==> src/rtl/dmem_arbiter_if.sv <==
// Bundle of CPU, DMA and Data_Memory signals around the data-memory arbiter.
// The slave modport is the arbiter's view; master is the requester/memory side.
interface dmem_arbiter_if #(
    parameter int ADDR_W = 32,
    parameter int DATA_W = 32
);
    logic              cpu_req_i;
    logic              cpu_we_i;
    logic [ADDR_W-1:0] cpu_addr_i;
    logic [DATA_W-1:0] cpu_wdata_i;
    logic [DATA_W-1:0] cpu_rdata_o;
    logic              cpu_stall_o;

    logic              dma_req_i;
    logic              dma_we_i;
    logic [ADDR_W-1:0] dma_addr_i;
    logic [3:0]        dma_len_i;
    logic [DATA_W-1:0] dma_wdata_i;
    logic [DATA_W-1:0] dma_rdata_o;
    logic              dma_beat_o;
    logic              dma_busy_o;
    logic              dma_done_o;

    logic [ADDR_W-1:0] mem_addr_o;
    logic [DATA_W-1:0] mem_wdata_o;
    logic              mem_read_o;
    logic              mem_write_o;
    logic [DATA_W-1:0] mem_rdata_i;

    modport slave (
        input  cpu_req_i, cpu_we_i, cpu_addr_i, cpu_wdata_i,
        output cpu_rdata_o, cpu_stall_o,
        input  dma_req_i, dma_we_i, dma_addr_i, dma_len_i, dma_wdata_i,
        output dma_rdata_o, dma_beat_o, dma_busy_o, dma_done_o,
        output mem_addr_o, mem_wdata_o, mem_read_o, mem_write_o,
        input  mem_rdata_i
    );

    modport master (
        output cpu_req_i, cpu_we_i, cpu_addr_i, cpu_wdata_i,
        input  cpu_rdata_o, cpu_stall_o,
        output dma_req_i, dma_we_i, dma_addr_i, dma_len_i, dma_wdata_i,
        input  dma_rdata_o, dma_beat_o, dma_busy_o, dma_done_o,
        input  mem_addr_o, mem_wdata_o, mem_read_o, mem_write_o,
        output mem_rdata_i
    );
endinterface

==> src/rtl/dmem_arbiter.sv <==
// Arbitrates the single-port data memory between the MEM stage and a burst DMA engine.
// The CPU wins in IDLE; during a burst it is granted only once its wait reaches STARVE_LIMIT.
module dmem_arbiter #(
    parameter int          ADDR_W       = 32,
    parameter int          DATA_W       = 32,
    parameter int unsigned STARVE_LIMIT = 4
) (
    input logic            clk_i,
    input logic            rst_i,
    dmem_arbiter_if.slave  bus
);
    typedef enum logic {S_IDLE, S_BURST} state_e;

    localparam logic [3:0]        LIMIT     = 4'(STARVE_LIMIT);
    localparam logic [ADDR_W-1:0] WORD_STEP = ADDR_W'(4);

    state_e            state_q, state_d;
    logic [ADDR_W-1:0] addr_q, addr_d;
    logic [3:0]        rem_q, rem_d;
    logic              we_q, we_d;
    logic [3:0]        wait_q, wait_d;
    logic              busy_q, busy_d;
    logic              done_q, done_d;

    logic              cpu_grant, dma_grant, starve, cpu_stall;
    logic [ADDR_W-1:0] dma_addr_cur;
    logic              dma_we_cur;
    logic [3:0]        start_rem;

    // NOTE: every always_comb output gets a default first, so no path leaves it unassigned (no latch).
    always_comb begin
        starve    = bus.cpu_req_i && (wait_q == LIMIT);
        cpu_grant = 1'b0;
        dma_grant = 1'b0;
        case (state_q)
            S_IDLE: begin
                cpu_grant = bus.cpu_req_i;
                dma_grant = bus.dma_req_i & ~bus.cpu_req_i;
            end
            S_BURST: begin
                cpu_grant = starve;
                dma_grant = ~starve;
            end
            default: ;
        endcase
        cpu_stall = bus.cpu_req_i & ~cpu_grant;

        // Beat 1 runs straight from the request inputs; later beats use the latched copy.
        dma_addr_cur = (state_q == S_IDLE) ? bus.dma_addr_i : addr_q;
        dma_we_cur   = (state_q == S_IDLE) ? bus.dma_we_i   : we_q;

        bus.mem_addr_o  = '0;
        bus.mem_wdata_o = '0;
        bus.mem_read_o  = 1'b0;
        bus.mem_write_o = 1'b0;
        if (cpu_grant) begin
            bus.mem_addr_o  = bus.cpu_addr_i;
            bus.mem_wdata_o = bus.cpu_wdata_i;
            bus.mem_read_o  = ~bus.cpu_we_i;
            bus.mem_write_o = bus.cpu_we_i;
        end else if (dma_grant) begin
            bus.mem_addr_o  = dma_addr_cur;
            bus.mem_wdata_o = bus.dma_wdata_i;
            bus.mem_read_o  = ~dma_we_cur;
            bus.mem_write_o = dma_we_cur;
        end
    end

    // A length code of 0 means 16 beats, so 4-bit wraparound of len-1 gives 15 remaining.
    assign start_rem = bus.dma_len_i - 4'd1;

    always_comb begin
        state_d = state_q;
        addr_d  = addr_q;
        rem_d   = rem_q;
        we_d    = we_q;
        busy_d  = busy_q;
        done_d  = 1'b0;
        wait_d  = cpu_stall ? wait_q + 4'd1 : 4'd0;
        case (state_q)
            S_IDLE: begin
                if (dma_grant) begin
                    addr_d = bus.dma_addr_i + WORD_STEP;
                    rem_d  = start_rem;
                    we_d   = bus.dma_we_i;
                    if (start_rem != 4'd0) begin
                        state_d = S_BURST;
                        busy_d  = 1'b1;
                    end else begin
                        done_d = 1'b1;
                    end
                end
            end
            S_BURST: begin
                if (dma_grant) begin
                    addr_d = addr_q + WORD_STEP;
                    rem_d  = rem_q - 4'd1;
                    if (rem_q == 4'd1) begin
                        state_d = S_IDLE;
                        busy_d  = 1'b0;
                        done_d  = 1'b1;
                    end
                end
            end
            default: state_d = S_IDLE;
        endcase
    end

    // NOTE: sequential state uses non-blocking assignments so every register samples pre-edge values.
    always_ff @(posedge clk_i or posedge rst_i) begin
        if (rst_i) begin
            state_q <= S_IDLE;
            addr_q  <= '0;
            rem_q   <= '0;
            we_q    <= 1'b0;
            wait_q  <= '0;
            busy_q  <= 1'b0;
            done_q  <= 1'b0;
        end else begin
            state_q <= state_d;
            addr_q  <= addr_d;
            rem_q   <= rem_d;
            we_q    <= we_d;
            wait_q  <= wait_d;
            busy_q  <= busy_d;
            done_q  <= done_d;
        end
    end

    assign bus.cpu_stall_o = cpu_stall;
    assign bus.cpu_rdata_o = bus.mem_rdata_i;
    assign bus.dma_rdata_o = bus.mem_rdata_i;
    assign bus.dma_beat_o  = dma_grant;
    assign bus.dma_busy_o  = busy_q;
    assign bus.dma_done_o  = done_q;
endmodule

==> src/flat_wrapper.sv <==
// flat-port wrapper written by rule: the top's interface ports become plain ports
module dmem_arbiter_flat 
#(
    parameter int          ADDR_W       = 32,
    parameter int          DATA_W       = 32,
    parameter int unsigned STARVE_LIMIT = 4
)
  (clk_i, rst_i, bus_cpu_req_i, bus_cpu_we_i, bus_cpu_addr_i, bus_cpu_wdata_i, bus_cpu_rdata_o, bus_cpu_stall_o, bus_dma_req_i, bus_dma_we_i, bus_dma_addr_i, bus_dma_len_i, bus_dma_wdata_i, bus_dma_rdata_o, bus_dma_beat_o, bus_dma_busy_o, bus_dma_done_o, bus_mem_addr_o, bus_mem_wdata_o, bus_mem_read_o, bus_mem_write_o, bus_mem_rdata_i);
  dmem_arbiter_if #(.ADDR_W(ADDR_W), .DATA_W(DATA_W)) bus_i ();
  input logic clk_i;
  input logic rst_i;
  input wire logic [$bits(bus_i.cpu_req_i)-1:0] bus_cpu_req_i;
  input wire logic [$bits(bus_i.cpu_we_i)-1:0] bus_cpu_we_i;
  input wire logic [$bits(bus_i.cpu_addr_i)-1:0] bus_cpu_addr_i;
  input wire logic [$bits(bus_i.cpu_wdata_i)-1:0] bus_cpu_wdata_i;
  output wire logic [$bits(bus_i.cpu_rdata_o)-1:0] bus_cpu_rdata_o;
  output wire logic [$bits(bus_i.cpu_stall_o)-1:0] bus_cpu_stall_o;
  input wire logic [$bits(bus_i.dma_req_i)-1:0] bus_dma_req_i;
  input wire logic [$bits(bus_i.dma_we_i)-1:0] bus_dma_we_i;
  input wire logic [$bits(bus_i.dma_addr_i)-1:0] bus_dma_addr_i;
  input wire logic [$bits(bus_i.dma_len_i)-1:0] bus_dma_len_i;
  input wire logic [$bits(bus_i.dma_wdata_i)-1:0] bus_dma_wdata_i;
  output wire logic [$bits(bus_i.dma_rdata_o)-1:0] bus_dma_rdata_o;
  output wire logic [$bits(bus_i.dma_beat_o)-1:0] bus_dma_beat_o;
  output wire logic [$bits(bus_i.dma_busy_o)-1:0] bus_dma_busy_o;
  output wire logic [$bits(bus_i.dma_done_o)-1:0] bus_dma_done_o;
  output wire logic [$bits(bus_i.mem_addr_o)-1:0] bus_mem_addr_o;
  output wire logic [$bits(bus_i.mem_wdata_o)-1:0] bus_mem_wdata_o;
  output wire logic [$bits(bus_i.mem_read_o)-1:0] bus_mem_read_o;
  output wire logic [$bits(bus_i.mem_write_o)-1:0] bus_mem_write_o;
  input wire logic [$bits(bus_i.mem_rdata_i)-1:0] bus_mem_rdata_i;
  assign bus_i.cpu_req_i = bus_cpu_req_i;
  assign bus_i.cpu_we_i = bus_cpu_we_i;
  assign bus_i.cpu_addr_i = bus_cpu_addr_i;
  assign bus_i.cpu_wdata_i = bus_cpu_wdata_i;
  assign bus_cpu_rdata_o = bus_i.cpu_rdata_o;
  assign bus_cpu_stall_o = bus_i.cpu_stall_o;
  assign bus_i.dma_req_i = bus_dma_req_i;
  assign bus_i.dma_we_i = bus_dma_we_i;
  assign bus_i.dma_addr_i = bus_dma_addr_i;
  assign bus_i.dma_len_i = bus_dma_len_i;
  assign bus_i.dma_wdata_i = bus_dma_wdata_i;
  assign bus_dma_rdata_o = bus_i.dma_rdata_o;
  assign bus_dma_beat_o = bus_i.dma_beat_o;
  assign bus_dma_busy_o = bus_i.dma_busy_o;
  assign bus_dma_done_o = bus_i.dma_done_o;
  assign bus_mem_addr_o = bus_i.mem_addr_o;
  assign bus_mem_wdata_o = bus_i.mem_wdata_o;
  assign bus_mem_read_o = bus_i.mem_read_o;
  assign bus_mem_write_o = bus_i.mem_write_o;
  assign bus_i.mem_rdata_i = bus_mem_rdata_i;
  dmem_arbiter #(.ADDR_W(ADDR_W), .DATA_W(DATA_W), .STARVE_LIMIT(STARVE_LIMIT)) u_core (.clk_i(clk_i), .rst_i(rst_i), .bus(bus_i));
endmodule
==> config.mk <==
export PLATFORM = sky130hd
export DESIGN_NAME = dmem_arbiter_flat
export DESIGN_NICKNAME = d
export VERILOG_FILES = /design/src/rtl/dmem_arbiter_if.sv /design/src/rtl/dmem_arbiter.sv /design/src/flat_wrapper.sv
export SDC_FILE = /design/constraint.sdc
export NUM_CORES = 1
export LEC_CHECK = 0
export ABC_AREA = 1
export ABC_CLOCK_PERIOD_IN_PS = 2200
export BUFFER_PORTS_ARGS = -buffer_cell sky130_fd_sc_hd__buf_2
export CORE_ASPECT_RATIO = 0.6
export CORE_MARGIN = 8
export CORE_UTILIZATION = 38
export CTS_CLUSTER_SIZE = 12
export DETAILED_ROUTE_END_ITERATION = 6
export PLACE_DENSITY = 0.8
export SYNTH_ARGS = -nofsm -noshare
export SYNTH_HDL_FRONTEND = slang
export SYNTH_SLANG_ARGS = --single-unit
==> constraint.sdc <==
create_clock -name clk_i -period 2.2 [get_ports clk_i]
set_clock_uncertainty 0.2 [all_clocks]
set_input_delay 0.33 -clock clk_i [delete_from_list [all_inputs] [get_ports clk_i]]
set_output_delay 0.33 -clock clk_i [all_outputs]
set_load 0.02 [all_outputs]
[Word level (Yosys, flattened, before mapping)]
Cells that the tools add are included.
Operators by class
  reductions and logical operators: 5
  equality and inequality tests: 6
  $add $sub $neg: 5
  bitwise gates (word level): 8
  multiplexer cells: 34
Operators with widths (number)
  $mux 32: 7
  $add 32x3->32 const B: 2
  $pmux 32 s2: 1
  $mux 1: 17
  $mux 4: 3
  $pmux 1 s2: 5
  $ne 2x2->1 const B: 4
  $pmux 4 s2: 1
  $sub 4x1->4 const B: 2
  $not 1->1: 6
  $add 4x1->4 const B: 1
  $eq 4x1->1 const B: 1
  $eq 4x3->1 const B: 1
  $reduce_and 2->1: 2
  $reduce_and 4->1: 1
  $reduce_bool 4->1: 1
  $and 1x1->1: 2
  $logic_and 1x1->1: 1
Storage, ports and cells
  input bits: 170
  register bits: 44
  word-level logic and storage cells: 65

[Depth between registers and ports, before layout]
Gate-level depths: netlist of run 1.
  depth in word-level cells: 6
  gate-level depth with buffers: 14
  gate-level depth less buffers: 14

[Worst setup path after synthesis of run 1]
No wires, ideal clock.
  kind: register -> output
  from: register u_core.state_q
  to: output bus_mem_addr_o[29]
  data required time: 1.670 ns
  buffers on the path: 2
  data arrival time: 1.638 ns
  slack: 0.032 ns
  cell stages (with the launch flop): 8
  cell sequence: dfrtp_1 -> inv_2 -> buf_6 -> nand3_4 -> nand2_1 -> inv_2 -> clkbuf_1 -> o21ai_0
On the way
  word-level cells in the longest chain between the ends: 4
Ends and longest elaborated chain
  from (decl): RTL line dmem_arbiter.sv:17  | state_e state_q, state_d;
  from (signal assigned): RTL line dmem_arbiter.sv:120  | state_q <= state_d;
  $not 1->1 (no line)
  $pmux 1 s2: RTL line dmem_arbiter.sv:35  | case (state_q)
  $mux 32: RTL line dmem_arbiter.sv:61  | end else if (dma_grant) begin
  $mux 32 *: RTL line dmem_arbiter.sv:56  | if (cpu_grant) begin
  to (decl): RTL line flat_wrapper.sv:27  | output wire logic [$bits(bus_i.mem_addr_o)-1:0] bus_mem_addr_o;
Every way passes the cells marked *; elsewhere a longest branch is shown, timed or not.

[Final worst setup path of run 1]
  from: register u_core.wait_q[0]
  to: output bus_mem_wdata_o[27]
On the way
  word-level cells in the longest chain between the ends: 6
Ends and longest elaborated chain
  from (decl): RTL line dmem_arbiter.sv:21  | logic [3:0] wait_q, wait_d;
  from (signal assigned): RTL line dmem_arbiter.sv:124  | wait_q <= wait_d;
  $eq 4x3->1 *: RTL line dmem_arbiter.sv:32  | starve = bus.cpu_req_i && (wait_q == LIMIT);
  $logic_and 1x1->1 *: RTL line dmem_arbiter.sv:32
  $not 1->1: RTL line dmem_arbiter.sv:42  | dma_grant = ~starve;
  $pmux 1 s2: RTL line dmem_arbiter.sv:35
  $mux 32: RTL line dmem_arbiter.sv:61
  $mux 32 *: RTL line dmem_arbiter.sv:56
  to (decl): RTL line flat_wrapper.sv:28  | output wire logic [$bits(bus_i.mem_wdata_o)-1:0] bus_mem_wdata_o;
Marks and branches as above.

==> metrics.md, run 1 <==
| Metric | Value |
|---|---|
| Outcome | `finished with violations` |
| Violated checks | `hold timing, setup timing` |
| Final Hold Viols | `44` |
| WP data required | `1.67 ns` |
| Seq/Total Area, Yosys | `25.5%` |
| 1st-iter DRT viols | `459` |
| Final period util | `106%` |
| Hold WC Path Type | `input pin to asynchronous set/reset pin` |
| Max Fanout on Critical Path | `21` |
| # rows | `30` |
| Largest net degree at the start of global routing | `45` |
| Cell variety after synth | `33` |
| Setup TNS Final | `-5.88 ns` |
| Netlist Area Pre-Place | `4320 sq um` |
| RePlAce Congestion | `0.904` |
| Vias/cell | `5.25` |
| Worst Setup SP | `u_core.wait_q[0]$_DFF_PP0_` |
| Synthesis-stage register bit count | `44` |
| Ports | `304` |
| Syn_area_per_cell | `6.51 sq um` |
| Critical path class | `flop to output pin` |
| Core area | `11200 sq um` |
| Overflow after GRT | `0` |
| # DRC | `0` |
| Fin nets | `1024` |
| Final max-slew violation count | `0` |
| Root Buffer | `clkbuf_16` |
| Vias in the first global route | `4914` |
| Power density over cell area | `1600 nW/um^2` |
| Antenna Nets Post-Route | `0` |
| LEAKAGE | `3.35 nW` |
| Initial antenna violation count | `3` |
| CP Launch Type | `flop` |
| Hold_buf cts | `0` |
| Crit path DAT | `1.80 ns` |
| Worst IR Drop VDD | `0.834 mV` |
| CP max-delay cell | `dfrtp_1` |
| Ant. Diodes | `0` |
| Wire per inst | `17.5 microns` |
| First-pass GRT wire length | `25700 microns` |
| Max-Cap Viols | `0` |
| Crit path cell chain | `inv_1 -> ha_2 -> nand4_1 -> nand2_2 -> nand2_8 -> buf_12 -> a22o_1 -> buf_2` |
| Fin util | `55.6%` |
| Via count | `5209` |
| CP Capture Type | `output pin` |
| Asr flop ratio synth | `100%` |
| Cts bufs inserted | `5` |
| Sink Count | `44` |
| Clk_lat worst skew | `0.30 ns` |
| Area of the die | `15100 sq um` |
| Cell count after synthesis | `663` |
| Final setup margin | `-0.133 ns` |
| WL final | `17300 microns` |
| Measured slew at the worst slew-check pin | `0.586 ns` |
| Commonest register cell after synthesis | `dfrtp_1` |
| Post-Place Worst Slack | `-0.0352 ns` |
| Reg-to-reg critical path startpoint | `u_core.state_q$_DFF_PP0_` |
| Worst R2R End | `u_core.addr_q[26]$_DFFE_PP0P_` |
| Final setup vio count | `67` |
| Detailed placement HPWL | `12600 microns` |
| Layout Area Growth over Synthesis | `43.9%` |
| Depth of the most critical reg-to-reg path | `14` |
| Die Ht | `98.6 microns` |
| Slew margin rel. | `60.9%` |
| Worst setup path end | `bus_mem_wdata_o[27]` |
| Share of cells above drive strength 1 | `43.6%` |
| Buffers on Ports | `207` |
| Fmax | `429 MHz` |
| Net Count, Synth | `840` |
| R2r setup slk | `-0.02 ns` |
| Clk slew on worst S/H paths | `0.06 ns` |
| Fin Hold WS | `-0.0289 ns` |
| EDFF count, synth | `0` |
| Yosys warning total | `0` |
| Tot Pwr | `9.95 mW` |
| First-pass DRT Iterations | `5` |
| GRT Overall Usage | `20.7%` |
| Die width | `154 microns` |
| Unrepaired setup endpoints after global routing | `yes` |
| CTS tree | `built` |
| Initial Util | `38.6%` |
| Clk buf depth | `2` |
| Min Clock Period, post-route | `2.33 ns` |
| Crit path largest cell delay | `0.38 ns` |
| H-Tree Depth | `2` |
## how the worst min path moves through the flow
stage                                        end                         startpoint  cells after the start
2_1_floorplan      u_core.addr_q[31]$_DFFE_PP0P_      u_core.addr_q[31]$_DFFE_PP0P_                      2
3_3_place_gp   u_core.bus.dma_busy_o$_DFFE_PP0P_  u_core.bus.dma_busy_o$_DFFE_PP0P_                      2
3_5_place_dp   u_core.bus.dma_busy_o$_DFFE_PP0P_  u_core.bus.dma_busy_o$_DFFE_PP0P_                      2
4_1_cts            u_core.addr_q[28]$_DFFE_PP0P_                              rst_i                      3
5_1_grt            u_core.addr_q[28]$_DFFE_PP0P_                              rst_i                      3
6_report              u_core.wait_q[2]$_DFF_PP0_                              rst_i                      3
## cell usage in the layout, fill, tap and decap left out, types with 2 or more instances in the layout
master	Yosys	routed
xnor2_1	2	2
o21ai_1	1	8
inv_2	10	8
clkbuf_8	0	2
nand2_2	10	28
o21ai_2	0	15
nand2_4	0	4
buf_12	0	8
inv_1	47	45
a22o_1	36	36
clkbuf_16	0	8
or2_2	3	3
nand3_1	40	32
nor2_2	8	8
a31oi_1	3	3
nor2_4	4	6
a32o_1	3	2
o21ai_0	38	16
buf_8	0	3
nand2_1	230	207
buf_2	15	168
o22ai_1	4	3
buf_16	0	2
nand3_2	1	9
buf_6	5	26
dfrtp_1	44	43
nor3_1	3	3
a21oi_1	4	4
inv_8	0	2
ha_1	7	5
nand4_1	12	12
nor2_1	48	46
xor2_1	6	6
buf_4	67	59
## power breakdown
part | internal, mW | switching (mW)
Sequential | 1.19 | 0.202
Combinational | 3.22 | 4.40
Clock | 0.599 | 0.338
Total | 5.01 | 4.94
## flip-flops by register name, summed over array words and instances (netlist names)
signal,count
u_core.rem_q,4
u_core.bus.dma_done_o,1
u_core.bus.dma_busy_o,1
u_core.wait_q,4
u_core.we_q,1
u_core.addr_q,32
u_core.state_q,1
## cell families (layout without fill, tap and decap cells)
logic type / after synthesis / after routing / share of synthesized area [%]
AOI/OAI and AO/OA: 91 / 91 / 14.4
xor gates and xnor gates: 9 / 9 / 2.00
adders and majority gates: 7 / 7 / 2.03
buffers and inverters: 150 / 335 / 20.2
DFF: 44 / 44 / 25.5
and+or+nand+nor: 362 / 362 / 35.9
## worst max-delay path: cells and delay by family (launching register included)
kind            cells  cell delay (ns)
compound gates      1             0.20
fa+ha+maj           1             0.17
buf+inv             3             0.39
flops               1             0.38
simple gates        3             0.36
## area by class of cell
cell class                 instances  area [sq um]
clock buffer                       7           153
clock inverter                     1          30.0
fill                            1026          4970
inverter                          57           234
multi-input combinational        469          2570
sequential                        44          1100
tap                              144           180
timing repair buffer             270          1940
## cells in the mapped netlist, types with 2 or more instances
library cell  count  area (sq um)
nand2_1         230           863
buf_4            67           503
nor2_1           48           180
inv_1            47           176
dfrtp_1          44          1100
nand3_1          40           200
o21ai_0          38           190
a22o_1           36           315
buf_2            15          75.1
nand4_1          12          75.1
inv_2            10          37.5
nand2_2          10          62.6
nor2_2            8          50.1
ha_1              7          87.6
clkbuf_1          6          22.5
xor2_1            6          52.6
buf_6             5          56.3
a21oi_1           4          20.0
nor2_4            4          45.0
o22ai_1           4          25.0
a31oi_1           3          18.8
a32o_1            3          30.0
nor3_1            3          15.0
or2_2             3          18.8
xnor2_1           2          17.5
## metal layers
metal / GRT usage (%) / wire, microns
met5: 0 / 35
met4: 3.45 / 142
met3: 8.39 / 2270
met2: 30.5 / 7390
met1: 28.1 / 7480
## metrics by stage
| step | cell area [sq um] | cells |
|---|---|---|
| after floorplan | 4320 | 663 |
| after global routing | 6210 | 992 |
| final | 6210 | 992 |
| after global placement | 5290 | 964 |
| after detailed placement | 5290 | 964 |
| after CTS | 5840 | 982 |
## timing repair
| item | 4_1_cts | 5_1_grt |
|---|---|---|
| resized for setup | 94 | 74 |
| pin swaps | 3 | 19 |
| setup endpoints to repair | 73 | 84 |
| setup buffers | 7 | 6 |
| cloned | 3 | 4 |
(Power assumes the default switching activity.)
==> run 2: changes to the inputs <==
--- a/config.mk
+++ b/config.mk
@@ -8,12 +8,15 @@
 export ABC_AREA = 1
 export ABC_CLOCK_PERIOD_IN_PS = 2200
 export BUFFER_PORTS_ARGS = -buffer_cell sky130_fd_sc_hd__buf_2
+export CELL_PAD_IN_SITES_DETAIL_PLACEMENT = 1
+export CELL_PAD_IN_SITES_GLOBAL_PLACEMENT = 1
 export CORE_ASPECT_RATIO = 0.6
 export CORE_MARGIN = 8
-export CORE_UTILIZATION = 38
+export CORE_UTILIZATION = 24
 export CTS_CLUSTER_SIZE = 12
 export DETAILED_ROUTE_END_ITERATION = 6
-export PLACE_DENSITY = 0.8
+export PLACE_DENSITY = 0.79
+export SLEW_MARGIN = 40
 export SYNTH_ARGS = -nofsm -noshare
 export SYNTH_HDL_FRONTEND = slang
 export SYNTH_SLANG_ARGS = --single-unit
==> metrics.md, run 2 (synthesis gave the netlist of run 1 again) <==
| Metric | Value |
|---|---|
| Outcome | `finished with violations` |
| Violated checks | `setup timing` |
| Post-route insts no fill | `1134 (+14%)` |
| Initial antenna violation count | `2 (-1)` |
| Delay-heaviest family, CP | `buffers and inverters` |
| Area of the die | `22700 sq um (+50%)` |
| RePlAce Congestion | `0.839 (-7.2%)` |
| Final Hold Viols | `0 (-100%)` |
| Hold Startpoint | `bus_dma_addr_i[1]` |
| Wire per inst | `19.9 microns (+14%)` |
| Antenna Nets Post-Route | `0 (unchanged)` |
| Via count | `5494 (+5.5%)` |
| Clk_lat worst skew | `0.30 ns (about the same)` |
| Clk slew on worst S/H paths | `0.07 ns (about the same)` |
| Fmax | `412 MHz (-4.0%)` |
| Buffers on Ports | `207 (unchanged)` |
| Initial Util | `24.2% (-14 points)` |
| CP Capture Type | `output pin` |
| Commonest non-fill, non-tap cell in the layout | `nand2_1` |
| Final period util | `110% (+4.4 points)` |
| Top Registers | `u_core.addr_q (32), u_core.rem_q (4), u_core.wait_q (4)` |
| Max Fanout on Critical Path | `5 (-76%)` |
| Most flop-heavy register | `u_core.addr_q` |
| Placed instance count | `1082 (+12%)` |
| Max FFs per register | `32 (unchanged)` |
| Vias in the first global route | `5619 (+14%)` |
| Commonest cells after routing, fill and taps aside | `nand2_1, buf_2, buf_4` |
| Critical path class | `flop to output pin` |
| Final max-slew violation count | `0 (unchanged)` |
| Root Buffer | `clkbuf_16` |
| Largest net degree at the start of global routing | `27 (-40%)` |
| Fin util | `40.5% (-15 points)` |
| Placement Cell Area | `5590 sq um (+5.7%)` |
| Max-Cap Viols | `0 (unchanged)` |
| Crit path largest cell delay | `0.39 ns (about the same)` |
| Overflow after GRT | `0 (unchanged)` |
| WP data required | `1.67 ns (about the same)` |
| R2r setup slk | `-0.04 ns (-0.02 ns)` |
| Final setup vio count | `71 (+6.0%)` |
| Layout Area Growth over Synthesis | `67.3%` |
| Worst Setup SP | `u_core.wait_q[0]$_DFF_PP0_` |
| Vias/cell | `4.84 (-7.7%)` |
| Worst IR Drop VDD | `0.664 mV (-20%)` |
| Crit path DAT | `1.90 ns (+0.10 ns)` |
| First-pass GRT wire length | `30600 microns (+19%)` |
| Ant. Diodes | `0 (unchanged)` |
| Share of cells above drive strength 1 | `50.4% (+6.8 points)` |
| Cts bufs inserted | `5 (unchanged)` |
| Die Ht | `120 microns (+22%)` |
| Clk buf depth | `2 (unchanged)` |
| Unrepaired setup endpoints after global routing | `yes` |
| 1st-iter DRT viols | `316 (-31%)` |
| Crit path cell chain | `inv_1 -> ha_2 -> nand4_1 -> nand2_4 -> nand2_8 -> buf_4 -> a22o_1 -> buf_4` |
| Design area | `7230 sq um (+16%)` |
| Setup TNS Final | `-11.12 ns (-5.24 ns)` |
| Fin nets | `1071 (+4.6%)` |
| # rows | `38 (+27%)` |
| LEAKAGE | `3.75 nW (+12%)` |
| Most used cell along the critical path | `buf_4` |
| Power density over cell area | `1610 nW/um^2 (+0.29%)` |
| WP buf/inv | `3 (unchanged)` |
| CP Launch Type | `flop` |
| Final setup margin | `-0.230 ns (-0.0970 ns)` |
| CP max-delay cell | `dfrtp_1` |
| Slew margin rel. | `60.8% (-0.094 points)` |
| H-Tree Depth | `2 (unchanged)` |
| Hold WC Path Type | `input pin to flop` |
| First-pass DRT Iterations | `5 (unchanged)` |
| Min Clock Period, post-route | `2.43 ns (+0.0970 ns)` |
| CTS tree | `built` |
| # DRC | `0 (unchanged)` |
| WL final | `22600 microns (+31%)` |
| Reg-to-reg critical path startpoint | `u_core.state_q$_DFF_PP0_` |
| Fin Hold WS | `0.0605 ns (+0.0894 ns)` |
| Measured slew at the worst slew-check pin | `0.587 ns (+0.000553 ns)` |
| Layout fillers | `2208 (+120%)` |
| Core area | `17800 sq um (+59%)` |
| Die width | `189 microns (+23%)` |
| Ports | `304 (unchanged)` |
| Sink Count | `44 (unchanged)` |
| GRT Overall Usage | `16.7% (-4.0 points)` |
| Detailed placement HPWL | `15300 microns (+22%)` |
-- run 2: area by class of cell --
class / instances / area (sq um) / area share (%)
repair inverters: 1 / 8.76 / 0.121
well taps: 240 / 300 / 4.16
flip-flops and latches: 44 / 1100 / 15.3
inverters: 57 / 236 / 3.27
repair buffers: 315 / 2630 / 36.5
multi-input cells: 470 / 2790 / 38.6
clock buffers: 7 / 153 / 2.11
-- run 2: routing by layer --
| layer | vias to the layer above | global-route usage (%) | wire length [microns] |
|---|---|---|---|
| li1 | 2539 | - | - |
| met1 | 2642 | 22.1 | 9790 |
| met2 | 276 | 26.9 | 10400 |
| met3 | 33 | 6.17 | 2120 |
| met4 | 4 | 1.26 | 300 |
| met5 | - | 0 | 23 |
-- run 2: metrics by stage --
| step | total power, mW | worst slack, ns |
|---|---|---|
| 6_report | 11.6 | -0.230 |
| 3_5_place_dp | 7.93 | -0.0742 |
| 5_1_grt | 12.3 | -0.304 |
| 3_3_place_gp | 7.79 | 0.0120 |
| 2_1_floorplan | 5.43 | 0.0316 |
| 4_1_cts | 9.90 | -0.175 |
-- run 2: final timing paths --
path / depth (start not counted) / endpoint
max: 8 / bus_mem_wdata_o[30]
max in group asynchronous: 4 / u_core.rem_q[0]$_DFFE_PP0P_
min: 3 / u_core.addr_q[1]$_DFFE_PP0P_
min reg2reg: 2 / u_core.addr_q[31]$_DFFE_PP0P_
max reg2reg: 13 / u_core.addr_q[14]$_DFFE_PP0P_
min in group asynchronous: 3 / u_core.bus.dma_done_o$_DFF_PP0_
-- run 2: timing repair --
action                                  CTS  global route
setup buffers                            19            12
pin swaps                                10            29
endpoints found under the setup margin   79            92
hold buffers                              1             0
gates resized for setup                 132           163
endpoints found under the hold margin    20             0
cloned                                    3            12
-- run 2: power by group --
group          internal (mW)  leakage (nW)  total [mW]  switching (mW)
sequential              1.19         0.539        1.42           0.228
combinational           4.16          3.13        9.35            5.19
clock                  0.479        0.0760       0.829           0.351
total                   5.83          3.75        11.6            5.77
-- run 2: worst register-to-register path, cell delays in order (launching register included) --
cell     delay (ns)
dfrtp_2        0.46
buf_12         0.16
buf_8          0.11
buf_6          0.09
nand2_1        0.05
nand2_1        0.12
nand2_2        0.13
nor2_4         0.16
nand2_2        0.10
nor2_4         0.15
buf_12         0.15
xor2_2         0.16
nand2_1        0.08
nand2_1        0.06
